==> src/rtl/uart_pkg.sv <==
// Shared UART types and line levels for the transmit framer and the future receiver.
// No logic: enums, constants and a parity helper only.
package uart_pkg;

    typedef enum logic [2:0] {
        IDLE,
        SYNC,
        START,
        DATA,
        PARITY,
        STOP
    } uart_state_t;

    localparam logic UART_IDLE  = 1'b1;
    localparam logic UART_START = 1'b0;
    localparam logic UART_STOP  = 1'b1;

    // Callers zero-extend narrower words; zero bits do not change the XOR.
    function automatic logic calc_parity(input logic [8:0] d, input logic odd);
        return (^d) ^ odd;
    endfunction

endpackage

==> src/rtl/uart_tx_framer_if.sv <==
// Byte handover between upstream logic and the UART transmit framer.
// Valid/ready: a byte moves on any cycle where both are high.
interface uart_tx_framer_if #(
    parameter int DATA_BITS = 8
) ();
    logic [DATA_BITS-1:0] tx_data;
    logic                 tx_valid;
    logic                 tx_ready;

    modport master (output tx_data, output tx_valid, input tx_ready);
    modport slave  (input tx_data, input tx_valid, output tx_ready);
endinterface

==> src/rtl/uart_tick_detect.sv <==
// Rising-edge detector on a baud pulse; tick is combinational, same cycle as the 0->1 sample.
// Register resets high so a pulse already high at reset release never produces a tick.
module uart_tick_detect (
    input  logic clk,
    input  logic rst,
    input  logic pulse,
    output logic tick
);
    logic pulse_q;

    always_ff @(posedge clk) begin
        if (rst) begin
            pulse_q <= 1'b1;
        end else begin
            pulse_q <= pulse;
        end
    end

    assign tick = pulse & ~pulse_q;
endmodule

==> src/rtl/uart_tx_framer.sv <==
// UART transmitter: start, DATA_BITS LSB first, optional parity, 1-2 stop bits, paced by pulse_tx edges.
// Latency: tx moves on the tick edge; backpressure: tx_ready only in IDLE or the last stop bit.
module uart_tx_framer
    import uart_pkg::*;
#(
    parameter int DATA_BITS  = 8,
    parameter int PARITY_EN  = 0,
    parameter int PARITY_ODD = 0,
    parameter int STOP_BITS  = 1
) (
    input  logic              clk,
    input  logic              rst,
    input  logic              pulse_tx,
    uart_tx_framer_if.slave   up,
    output logic              tx,
    output logic              busy
);
    localparam int              CW        = $clog2(DATA_BITS);
    localparam logic [CW-1:0]   LAST_DATA = CW'(DATA_BITS - 1);
    localparam logic [CW-1:0]   LAST_STOP = CW'(STOP_BITS - 1);

    logic                 tick;
    uart_state_t          state, state_nxt;
    logic [DATA_BITS-1:0] shift_q, shift_nxt;
    logic [CW-1:0]        cnt_q, cnt_nxt;
    logic                 parity_q, parity_nxt;
    logic                 pending_q, pending_nxt;
    logic                 tx_nxt, busy_nxt;
    logic                 last_stop, accept;

    uart_tick_detect u_tick (
        .clk   (clk),
        .rst   (rst),
        .pulse (pulse_tx),
        .tick  (tick)
    );

    // pending marks a byte already taken during the last stop bit, to be sent with no idle gap.
    assign last_stop   = (cnt_q == LAST_STOP);
    assign up.tx_ready = (state == IDLE) || ((state == STOP) && last_stop && !pending_q);
    assign accept      = up.tx_valid && up.tx_ready;

    always_ff @(posedge clk) begin
        if (rst) begin
            state     <= IDLE;
            shift_q   <= '0;
            cnt_q     <= '0;
            parity_q  <= 1'b0;
            pending_q <= 1'b0;
            tx        <= UART_IDLE;
            busy      <= 1'b0;
        end else begin
            state     <= state_nxt;
            shift_q   <= shift_nxt;
            cnt_q     <= cnt_nxt;
            parity_q  <= parity_nxt;
            pending_q <= pending_nxt;
            tx        <= tx_nxt;
            busy      <= busy_nxt;
        end
    end

    always_comb begin
        state_nxt   = state;
        shift_nxt   = shift_q;
        cnt_nxt     = cnt_q;
        parity_nxt  = parity_q;
        pending_nxt = pending_q;
        tx_nxt      = tx;
        busy_nxt    = busy;

        if (accept) begin
            shift_nxt  = up.tx_data;
            parity_nxt = calc_parity(9'(up.tx_data), PARITY_ODD != 0);
            busy_nxt   = 1'b1;
        end

        case (state)
            IDLE: begin
                // A tick coinciding with accept is deliberately dropped; SYNC waits for the next one.
                if (accept) begin
                    state_nxt = SYNC;
                end
            end
            SYNC: begin
                if (tick) begin
                    state_nxt = START;
                    tx_nxt    = UART_START;
                end
            end
            START: begin
                if (tick) begin
                    state_nxt = DATA;
                    tx_nxt    = shift_q[0];
                    cnt_nxt   = '0;
                end
            end
            DATA: begin
                if (tick) begin
                    if (cnt_q == LAST_DATA) begin
                        cnt_nxt = '0;
                        if (PARITY_EN != 0) begin
                            state_nxt = PARITY;
                            tx_nxt    = parity_q;
                        end else begin
                            state_nxt = STOP;
                            tx_nxt    = UART_STOP;
                        end
                    end else begin
                        shift_nxt = shift_q >> 1;
                        tx_nxt    = shift_q[1];
                        cnt_nxt   = cnt_q + CW'(1);
                    end
                end
            end
            PARITY: begin
                if (tick) begin
                    state_nxt = STOP;
                    tx_nxt    = UART_STOP;
                    cnt_nxt   = '0;
                end
            end
            STOP: begin
                if (tick) begin
                    if (!last_stop) begin
                        cnt_nxt = cnt_q + CW'(1);
                    end else if (pending_q) begin
                        state_nxt   = START;
                        tx_nxt      = UART_START;
                        pending_nxt = 1'b0;
                    end else if (accept) begin
                        state_nxt = SYNC;
                    end else begin
                        state_nxt = IDLE;
                        tx_nxt    = UART_IDLE;
                        busy_nxt  = 1'b0;
                    end
                end else if (accept) begin
                    pending_nxt = 1'b1;
                end
            end
            default: begin
                state_nxt = IDLE;
                tx_nxt    = UART_IDLE;
                busy_nxt  = 1'b0;
            end
        endcase
    end
endmodule

==> src/flat_wrapper.sv <==
// flat-port wrapper written by rule: the top's interface ports become plain ports
module uart_tx_framer_flat import uart_pkg::*;
#(
    parameter int DATA_BITS  = 8,
    parameter int PARITY_EN  = 0,
    parameter int PARITY_ODD = 0,
    parameter int STOP_BITS  = 1
)
  (clk, rst, pulse_tx, tx, busy, up_tx_data, up_tx_valid, up_tx_ready);
  uart_tx_framer_if #(.DATA_BITS(DATA_BITS)) up_i ();
  input  logic clk;
  input  logic rst;
  input  logic pulse_tx;
  output logic tx;
  output logic busy;
  input wire logic [$bits(up_i.tx_data)-1:0] up_tx_data;
  input wire logic [$bits(up_i.tx_valid)-1:0] up_tx_valid;
  output wire logic [$bits(up_i.tx_ready)-1:0] up_tx_ready;
  assign up_i.tx_data = up_tx_data;
  assign up_i.tx_valid = up_tx_valid;
  assign up_tx_ready = up_i.tx_ready;
  uart_tx_framer #(.DATA_BITS(DATA_BITS), .PARITY_EN(PARITY_EN), .PARITY_ODD(PARITY_ODD), .STOP_BITS(STOP_BITS)) u_core (.clk(clk), .rst(rst), .pulse_tx(pulse_tx), .up(up_i), .tx(tx), .busy(busy));
endmodule
==> config.mk <==
export PLATFORM = sky130hd
export DESIGN_NAME = uart_tx_framer_flat
export DESIGN_NICKNAME = d
export VERILOG_FILES = /design/src/rtl/uart_pkg.sv /design/src/rtl/uart_tx_framer_if.sv /design/src/rtl/uart_tick_detect.sv /design/src/rtl/uart_tx_framer.sv /design/src/flat_wrapper.sv
export SDC_FILE = /design/constraint.sdc
export NUM_CORES = 1
export LEC_CHECK = 0
export BUFFER_PORTS_ARGS = -buffer_cell sky130_fd_sc_hd__buf_2
export CORE_MARGIN = 1
export CORE_UTILIZATION = 50
export CTS_BUF_LIST = sky130_fd_sc_hd__clkbuf_16
export DETAILED_ROUTE_END_ITERATION = 10
export PLACE_DENSITY = 0.71
export SLEW_MARGIN = 20
export SYNTH_ARGS = -nofsm -noshare
export SYNTH_HDL_FRONTEND = slang
export SYNTH_SLANG_ARGS = --single-unit
==> constraint.sdc <==
create_clock -name clk -period 1.9 [get_ports clk]
set_input_delay 0.38 -clock clk [delete_from_list [all_inputs] [get_ports clk]]
set_output_delay 0.38 -clock clk [all_outputs]
set_load 0.005 [all_outputs]
==> results.md, run 1 <==
- Maximum VDD drop: 0.000696 V
- CTS sink cnt: 18
- Design area: 1260 um2
- Worst skew pair latency: 0.25 ns
- Largest net degree at the start of global routing: 18
- Vias per cell: 5.86
- Post-synthesis sequential area ratio: 33.1%
- Global route total overflow: 0
- Capturing point of the worst reg2reg path: u_core.shift_q[7]
- Yosys warnings: 0
- Syn Area/Cell: 9.06 um2
- Area of the core: 2000 um2
- Place WS: 0.0772 ns
- First-pass GRT wire length: 4.04 mm
- Synthesized instance count: 120
- Die Span Y: 48.6 um
- DR pass1 iterations: 4
- PortBufs: 14
- Final Setup Violations: 0
- Die width: 48.6 um
- Layout cells sized above 1: 28.9%
- Period utilization: 91.6%
- Switching share of total power: 22.9%
- Power share of the clock group: 44.4%
- Mapped Nets: 135
- Part of the power in registers: 43.0%
- Transition time of the tightest slew-check pin: 0.408 ns
- CTS HTree Levels: 1
- Top_reg_cell synth: dfxtp_1
- Number of global-route vias before repair: 912
- RR Startpoint: u_core.cnt_q[0]
- Flops & latches, synth: 18
- Kind of critical path: reg2out
- CP Capture Point: up_tx_ready
- Design Power: 0.959 mW
- Post_cts resized: 0
- Fmax: 0.574 GHz
- CP arrival: 1.36 ns
- Final Max Tran Viols: 0
- EDFF count, synth: 0
- Critical Path End Type: primary output
- Clock-pin transition on the worst setup and hold timing paths: 0.05 ns
- Ant. Diodes: 0
- Initial antenna violation count: 0
- HPWL Detailed: 1.63 mm
- Global-route usage over all layers: 23.1%
- DRC Markers: 0
- FF-to-FF path depth: 7
- Final Skew: 0.00483 ns
- Status: finished, final reports clean
- WL final: 2.33 mm
- Power share of the combinational group: 12.6%
- Hold Vio Cnt, Final: 0
- Crit-path max FO: 3
- IO Count: 15
- CP Launch Type: flop
- RD Place Congestion: 0.800
- Reg2reg setup slack: 0.16 ns
- Antenna Violating Nets Remaining: 0
- Async set or reset register ratio after synthesis: 0%
- WL/cell: 14.4 um
- Synth area leaders: dfxtp_1, a211oi_2, mux2i_1, nor2_1, a21oi_1
- Area delta synth->final: 16.1%
- Biggest area consumer among synthesized cells: dfxtp_1
- Slew Limit Headroom: 72.7%
- Critical path origin: u_core.cnt_q[0]
- Max_cap viols: 0
- Required time worst endpoint: 1.52 ns
- Cell variety after synth: 37
- Switch Pwr: 0.219 mW
- Pleak: 0.556 nW
- RSZ-0062 raised after global routing: no
- Pwr/cell area: 760 nW/um2
- Initial Utilization: 54.3%
- Mapped Area: 1090 um2
- Die area: 2360 um2
- Vias: 950
- CTS Buf Count: 3
- Internal: 0.740 mW
- Post-CTS Hold Buffers: 0
- Setup WS post-layout: 0.159 ns
- Setup TNS: 0 ns
- Post-CTS Setup Bufs: 0
- Root buf cell: clkbuf_16
- Post-DP Area: 1180 um2
- Longest Clk Path Bufs: 2
- Initial DRC Count: 25
- Tightest Hold Check Type: in2reg
- Std cell rows: 16
- CTS tree: built
- Fillers: 183
- Nets: 151
- Final min period: 1.74 ns
- Post-synth top area share: 33.1%
==> critical path, cell delays in order (launching register included) <==
cell and delay, ns:
dfxtp_1 0.33, inv_1 0.06, ha_1 0.21, and3b_1 0.20
a21oi_1 0.13, nor2_1 0.05, buf_2 0.12
==> power by group through the flow <==
stage               Clock (mW)  Sequential, mW  Combinational (mW)
floorplan                    0           0.413              0.0930
global placement             0           0.419               0.118
detailed placement           0           0.420               0.121
CTS                      0.436           0.412               0.122
global route             0.462           0.415               0.133
finish                   0.426           0.412               0.121
==> per-stage QoR <==
step	hold slack [ns]	std cells	utilization [%]
floorplan	0.477	120	-
CTS	0.380	162	62.8
global route	0.384	162	63.1
finish	0.379	162	63.1
global placement	0.493	158	58.9
detailed placement	0.496	158	58.9
==> cells in the mapped netlist, types with 2 or more instances <==
| cell type | count |
|---|---|
| buf_6 | 3 |
| nand2_1 | 4 |
| nor2_1 | 12 |
| nor2b_1 | 4 |
| a22o_1 | 2 |
| a21oi_1 | 8 |
| a211oi_2 | 7 |
| mux2i_1 | 8 |
| nor3_1 | 5 |
| a31oi_1 | 3 |
| o21ai_0 | 2 |
| inv_1 | 3 |
| clkbuf_1 | 3 |
| buf_2 | 4 |
| dfxtp_1 | 18 |
| a211oi_1 | 5 |
| a211o_1 | 2 |
| nand2b_1 | 6 |
| ha_1 | 3 |
==> layer usage <==
metal / part of all wire, % / vias to the layer above / wire length, um / global-route usage [%]
met5: 0 / - / 0 / 0
met4: 2.3 / 0 / 53 / 13.2
met2: 48 / 17 / 1110 / 35.0
met1: 46 / 457 / 1060 / 28.4
met3: 4.3 / 4 / 100 / 7.86
li1: - / 472 / - / -
==> cell families after synthesis <==
group | after synthesis | synth area share (%)
and+or+nand+nor | 39 | 20.0
AOI/OAI and AO/OA | 36 | 26.2
DFF | 18 | 33.1
buffers and inverters | 14 | 7.36
muxes | 10 | 9.78
adders and majority gates | 3 | 3.45
==> cells in the final DEF (no fill, tap or decap), types with 3 or more instances in the layout <==
cell type	instances
a21oi_1	8
a211oi_1	5
a211oi_2	7
buf_4	7
nor2_1	12
a31oi_1	3
mux2i_1	8
nor3_1	5
clkbuf_16	3
ha_1	3
buf_2	14
nand2b_1	6
dfxtp_1	18
inv_1	3
nor2b_1	4
nand2_1	4
==> how the worst min path moves through the flow <==
| stage | slack [ns] | depth (start not counted) | end | from |
|---|---|---|---|---|
| 6_report | 0.38 | 2 | u_core.u_tick.pulse_q | pulse_tx |
| 3_5_place_dp | 0.50 | 2 | u_core.busy | u_core.busy |
| 3_3_place_gp | 0.49 | 2 | u_core.busy | u_core.busy |
| 2_1_floorplan | 0.48 | 1 | u_core.cnt_q[1] | u_core.cnt_q[1] |
| 4_1_cts | 0.38 | 2 | u_core.u_tick.pulse_q | pulse_tx |
| 5_1_grt | 0.38 | 2 | u_core.u_tick.pulse_q | pulse_tx |
==> final cells by class <==
type / count / area [um2] / share of cell area [%]
Sequential cell: 18 / 360 / 28.5
Multi-Input combinational cell: 88 / 652 / 51.6
Tap cell: 27 / 33.8 / 2.68
Clock inverter: 1 / 3.75 / 0.297
Inverter: 4 / 15.0 / 1.19
Timing Repair Buffer: 21 / 123 / 9.71
Clock buffer: 3 / 75.1 / 5.95
==> state kept, by name, summed over array words and instances, names as in the netlist <==
| signal | count |
|---|---|
| u_core.pending_q | 1 |
| u_core.shift_q | 8 |
| u_core.tx | 1 |
| u_core.state | 3 |
| u_core.busy | 1 |
| u_core.u_tick.pulse_q | 1 |
| u_core.cnt_q | 3 |
(Power assumes the default switching activity.)
==> run 2, diff against run 1 <==
PLACE_DENSITY = unset   (was 0.71)
PLACE_DENSITY_LB_ADDON = 0.15   (was unset)
==> run 2 against run 1 <==
Clock power increased by 1%. Critical endpoint unchanged. Design area increased by 3.0%. Clock skew decreased by 0.0016 ns.
==> results.md, run 2 (synthesis results as in run 1) <==
- Status: finished, final reports clean
- Std cell rows: 16
- Fillers: 171
- DRC Markers: 0
- Global-route usage over all layers: 20.2%
- Nets: 156
- Maximum VDD drop: 0.000700 V
- CTS sink cnt: 18
- CTS HTree Levels: 1
- Pleak: 0.579 nW
- Required time worst endpoint: 1.52 ns
- Fmax: 0.569 GHz
- Die width: 48.6 um
- Hold Vio Cnt, Final: 0
- Final Max Tran Viols: 0
- Initial Utilization: 54.3%
- Slew Limit Headroom: 74.2%
- Worst skew pair latency: 0.25 ns
- Largest net degree at the start of global routing: 18
- CP arrival: 1.38 ns
- Number of global-route vias before repair: 836
- RSZ-0062 raised after global routing: no
- Kind of critical path: reg2out
- DR pass1 iterations: 4
- Final Skew: 0.00321 ns
- Biggest register: u_core.shift_q
- Clock-pin transition on the worst setup and hold timing paths: 0.05 ns
- Crit-path max FO: 3
- CP Cell Sequence: inv_1, ha_1, and3b_1, a21oi_1, nor2_1, buf_2
- Slowest-stage cell, CP: dfxtp_1
- Initial DRC Count: 31
- Period utilization: 92.6%
- Final min period: 1.76 ns
- Die area: 2360 um2
- Area delta synth->final: 19.6%
- RD Place Congestion: 0.806
- Antenna Violating Nets Remaining: 0
- Critical Path End Type: primary output
- Ant. Diodes: 0
- First-pass GRT wire length: 3.71 mm
- Root buf cell: clkbuf_16
- Global route total overflow: 0
- Tightest Hold Check Type: in2reg
- Longest Clk Path Bufs: 2
- WL final: 2.18 mm
- Transition time of the tightest slew-check pin: 0.388 ns
- Layout cells sized above 1: 31.4%
- Commonest non-fill, non-tap cell in the layout: dfxtp_1
- Multi-input gate area: 652 um2
- PortBufs: 14
- Sequential cell area: 360 um2
- CTS tree: built
- Vias: 944
- Largest regs: u_core.shift_q x8, u_core.cnt_q x3, u_core.state x3
- Max_cap viols: 0
- CP Launch Type: flop
- Vias per cell: 5.65
- Pwr/cell area: 751 nW/um2
- Initial antenna violation count: 0
- WL/cell: 13.1 um
- Die Span Y: 48.6 um
- HPWL Detailed: 1.56 mm
- Largest stage delay on the critical path: 0.33 ns
- Design Power: 0.977 mW
- Number of flip-flops in the largest register: 8
- Area of the core: 2000 um2
- Commonest non-fill, non-tap cells in the layout: dfxtp_1, buf_2, nor2_1, buf_4
- CTS Buf Count: 3
- Post-CTS Hold Buffers: 0
- Final Setup Violations: 0
- Setup TNS: 0 ns
- IO Count: 15
## run 2: changes by cell type in the layout (fill, tap and decap cells not counted), sizes merged
cell  previous run  this run
buf             21        26
## run 2: power by group
part           switching (mW)  total, mW  leakage [nW]  internal (mW)
registers              0.0152      0.411         0.147          0.396
clock network           0.151      0.431        0.0385          0.280
logic                  0.0594      0.134         0.393         0.0746
total                   0.226      0.977         0.579          0.751
## run 2: final cells by class
| class | count | share of cell area, % |
|---|---|---|
| inverters | 4 | 1.15 |
| well taps | 27 | 2.60 |
| clock inverters | 1 | 0.289 |
| flip-flops and latches | 18 | 27.7 |
| multi-input cells | 88 | 50.1 |
| repair buffers | 26 | 12.3 |
| clock buffers | 3 | 5.77 |
## run 2: worst paths after layout
check / startpoint / to / slack (ns) / cells past startpoint
worst max-delay path: u_core.cnt_q[0] / up_tx_ready / 0.14 / 6
worst max register to register: u_core.cnt_q[0] / u_core.shift_q[7] / 0.19 / 7
worst min-delay path: pulse_tx / u_core.u_tick.pulse_q / 0.38 / 2
worst min register to register: u_core.busy / u_core.busy / 0.49 / 2
## run 2: critical path: cells and delay by family, from the launching register on
family / cells / cell delay [ns]
AOI/OAI and AO/OA: 1 / 0.13
DFF: 1 / 0.33
and+or+nand+nor: 2 / 0.25
adders and majority gates: 1 / 0.22
buffers and inverters: 2 / 0.20
## run 2: timing repair
| action | CTS | global route |
|---|---|---|
| resized for setup | 0 | 1 |
| hold endpoints to repair | 0 | 0 |
| buffers inserted | 0 | 4 |
| endpoints found under the setup margin | 0 | 3 |
## run 2: through the flow
stage	worst slack, ns	hold WS [ns]	std cells	area [um2]	utilization, %
after CTS	0.0996	0.375	163	1260	63.2
final	0.141	0.379	167	1300	64.9
after detailed placement	0.119	0.489	159	1190	59.3
after global placement	0.171	0.479	159	1190	59.3
after global routing	0.0209	0.394	167	1300	64.9
after floorplan	0.262	0.477	120	1090	-
## run 2: per-layer routing
| layer | wire, um | global-route usage (%) | vias to the layer above |
|---|---|---|---|
| met4 | 33 | 8.82 | 0 |
| met1 | 1030 | 27.6 | 425 |
| met3 | 127 | 3.77 | 4 |
| met2 | 988 | 30.8 | 35 |
| met5 | 0 | 0 | - |
| li1 | - | - | 480 |
==> run 3, diff against run 2 <==
BUFFER_PORTS_ARGS = -buffer_cell sky130_fd_sc_hd__clkbuf_2   (was -buffer_cell sky130_fd_sc_hd__buf_2)
==> run 3 against run 2 <==
Critical path type is now reg2reg. Sequential cell count is the same. Largest power group unchanged. Highest routed layer unchanged. Via count decreased by 0.11%. Non-clock buffer count down 5. Utilization shrank 1.9 points. Clock skew fell by 0.0021 ns. Power decreased by 1.7%. First-iteration DRC count shrank 35%. Combinational power is 7% lower. Clock-buffer cell count unchanged.
==> results.md, run 3 (synthesis results as in run 1) <==
- Status: finished, final reports clean
- Setup WS post-layout: 0.150 ns
- Post-CTS Setup Bufs: 0
- Met1 Usage GRT: 26.4%
- First-pass GRT wire length: 3.81 mm
- Non-filler cells, final: 162
- DRC Markers: 0
- CTS tree: built
- RR Startpoint: u_core.cnt_q[0]
- Commonest non-fill, non-tap cells in the layout: dfxtp_1, clkbuf_2, nor2_1
- Post_cts resized: 0
- Worst skew pair latency: 0.25 ns
- CP Cell Sequence: inv_1, ha_1, and3b_1, a31oi_1, buf_4, mux2_4, and3_1
- Kind of critical path: reg2reg
- Initial antenna violation count: 0
- FF-to-FF path depth: 7
- Area delta synth->final: 16.1%
- Critical Path End Type: flop
- Number of global-route vias before repair: 853
- CP Launch Type: flop
- Root buf cell: clkbuf_16
- Gr busiest metal: met2
- Fillers: 182
- Reg2reg setup slack: 0.15 ns
- Initial DRC Count: 20
- Met3 usage: 4.72%
- CP arrival: 1.89 ns
- Part of the power in registers: 42.9%
- Largest regs: u_core.shift_q x8, u_core.cnt_q x3, u_core.state x3
- CP Capture Point: u_core.shift_q[7]
- Internal: 0.741 mW
- Transition time of the tightest slew-check pin: 0.436 ns
- Hold Vio Cnt, Final: 0
- Period utilization: 92.1%
- Global route total overflow: 0
- Power share of the combinational group: 12.9%
- Commonest non-fill, non-tap cell in the layout: dfxtp_1
- Slowest-stage cell, CP: dfxtp_1
- Layout cells sized above 1: 28.9%
- Die area: 2360 um2
- Met2 Resource Use GR: 35.6%
- Critical path origin: u_core.cnt_q[0]
- Final Max Tran Viols: 0
- Post-CTS Hold Buffers: 0
- Number of flip-flops in the largest register: 8
- Nets: 151
- DR pass1 iterations: 4
- PortBufs: 14
- Max_cap viols: 0
- HPWL Detailed: 1.56 mm
- Crit-path max FO: 8
- Place WS: 0.0731 ns
- Area of the core: 2000 um2
- WL/cell: 14.0 um
- Pleak: 0.560 nW
- Required time worst endpoint: 2.04 ns
- Global-route usage over all layers: 21.0%
- RD Place Congestion: 0.775
- Final Skew: 0.00107 ns
- Slew Limit Headroom: 70.9%
- Power share of the clock group: 44.2%
- Clock-pin transition on the worst setup and hold timing paths: 0.05 ns
- CTS Buf Count: 3
- Longest Clk Path Bufs: 2
- IO Count: 15
- CTS HTree Levels: 1
- Pwr/cell area: 761 nW/um2
- Antenna Violating Nets Remaining: 0
- Switch Pwr: 0.219 mW
- Fmax: 0.571 GHz
- CTS sink cnt: 18
- Std cell rows: 16
- Vias per cell: 5.82
- Tightest Hold Check Type: in2reg
- Largest net degree at the start of global routing: 18
- Initial Utilization: 54.3%
- Die width: 48.6 um
- Biggest register: u_core.shift_q
- Final min period: 1.75 ns
- Capturing point of the worst reg2reg path: u_core.shift_q[7]
- RSZ-0062 raised after global routing: no
- Final Setup Violations: 0
- Hold_sp: pulse_tx
- Die Span Y: 48.6 um
- WL final: 2.26 mm
- # placed instances: 158
- Maximum VDD drop: 0.000445 V
- Vias: 943
- Setup TNS: 0 ns
- Ant. Diodes: 0
- Largest stage delay on the critical path: 0.34 ns
- Switching share of total power: 22.8%
[run 3: cell count changes in the layout (fill, tap and decap cells not counted)]
cell / change
buf_2: -14
clkbuf_2: +14
buf_4: -5
[run 3: power groups by stage]
stage	registers, mW	clock network (mW)	logic [mW]
floorplan	0.413	0	0.0930
global placement	0.419	0	0.121
detailed placement	0.419	0	0.123
CTS	0.411	0.429	0.124
global route	0.414	0.456	0.136
finish	0.412	0.425	0.124
[run 3: routing by layer]
metal / share of wire [%] / vias up
met5: 0 / -
met2: 49 / 28
li1: - / 467
met3: 4.0 / 5
met1: 46 / 443
met4: 1.0 / 0
[run 3: final cells by class]
class                           instances  area [um2]  area share [%]
Clock inverter                          1        3.75           0.297
Inverter                                4        15.0            1.19
Multi-Input combinational cell         88         652            51.6
Clock buffer                            3        75.1            5.95
Sequential cell                        18         360            28.5
Tap cell                               27        33.8            2.68
Timing Repair Buffer                   21         123            9.71
[run 3: worst max-delay path: cells and delay by family, from the launching register on]
kind                     cells  cell delay (ns)
AO/OA/AOI/OAI                1             0.13
adder cells (fa/ha/maj)      1             0.22
buffers and inverters        2             0.27
flip-flops                   1             0.34
multiplexers                 1             0.31
AND/OR/NAND/NOR              2             0.37
[run 3: worst min-delay path by stage]
stage	end	slack, ns	cells after the start
after global routing	u_core.u_tick.pulse_q	0.39	2
final	u_core.u_tick.pulse_q	0.38	2
after global placement	u_core.busy	0.48	2
after detailed placement	u_core.busy	0.52	2
after CTS	u_core.u_tick.pulse_q	0.39	2
after floorplan	u_core.cnt_q[1]	0.48	1
[run 3: stage by stage]
step	area [um2]	util [%]	power, mW	hold slack, ns
4_1_cts	1260	62.8	0.964	0.387
3_5_place_dp	1180	58.9	0.543	0.515
2_1_floorplan	1090	-	0.506	0.477
6_report	1260	63.1	0.960	0.384
3_3_place_gp	1180	58.9	0.540	0.482
5_1_grt	1260	63.1	1.01	0.395
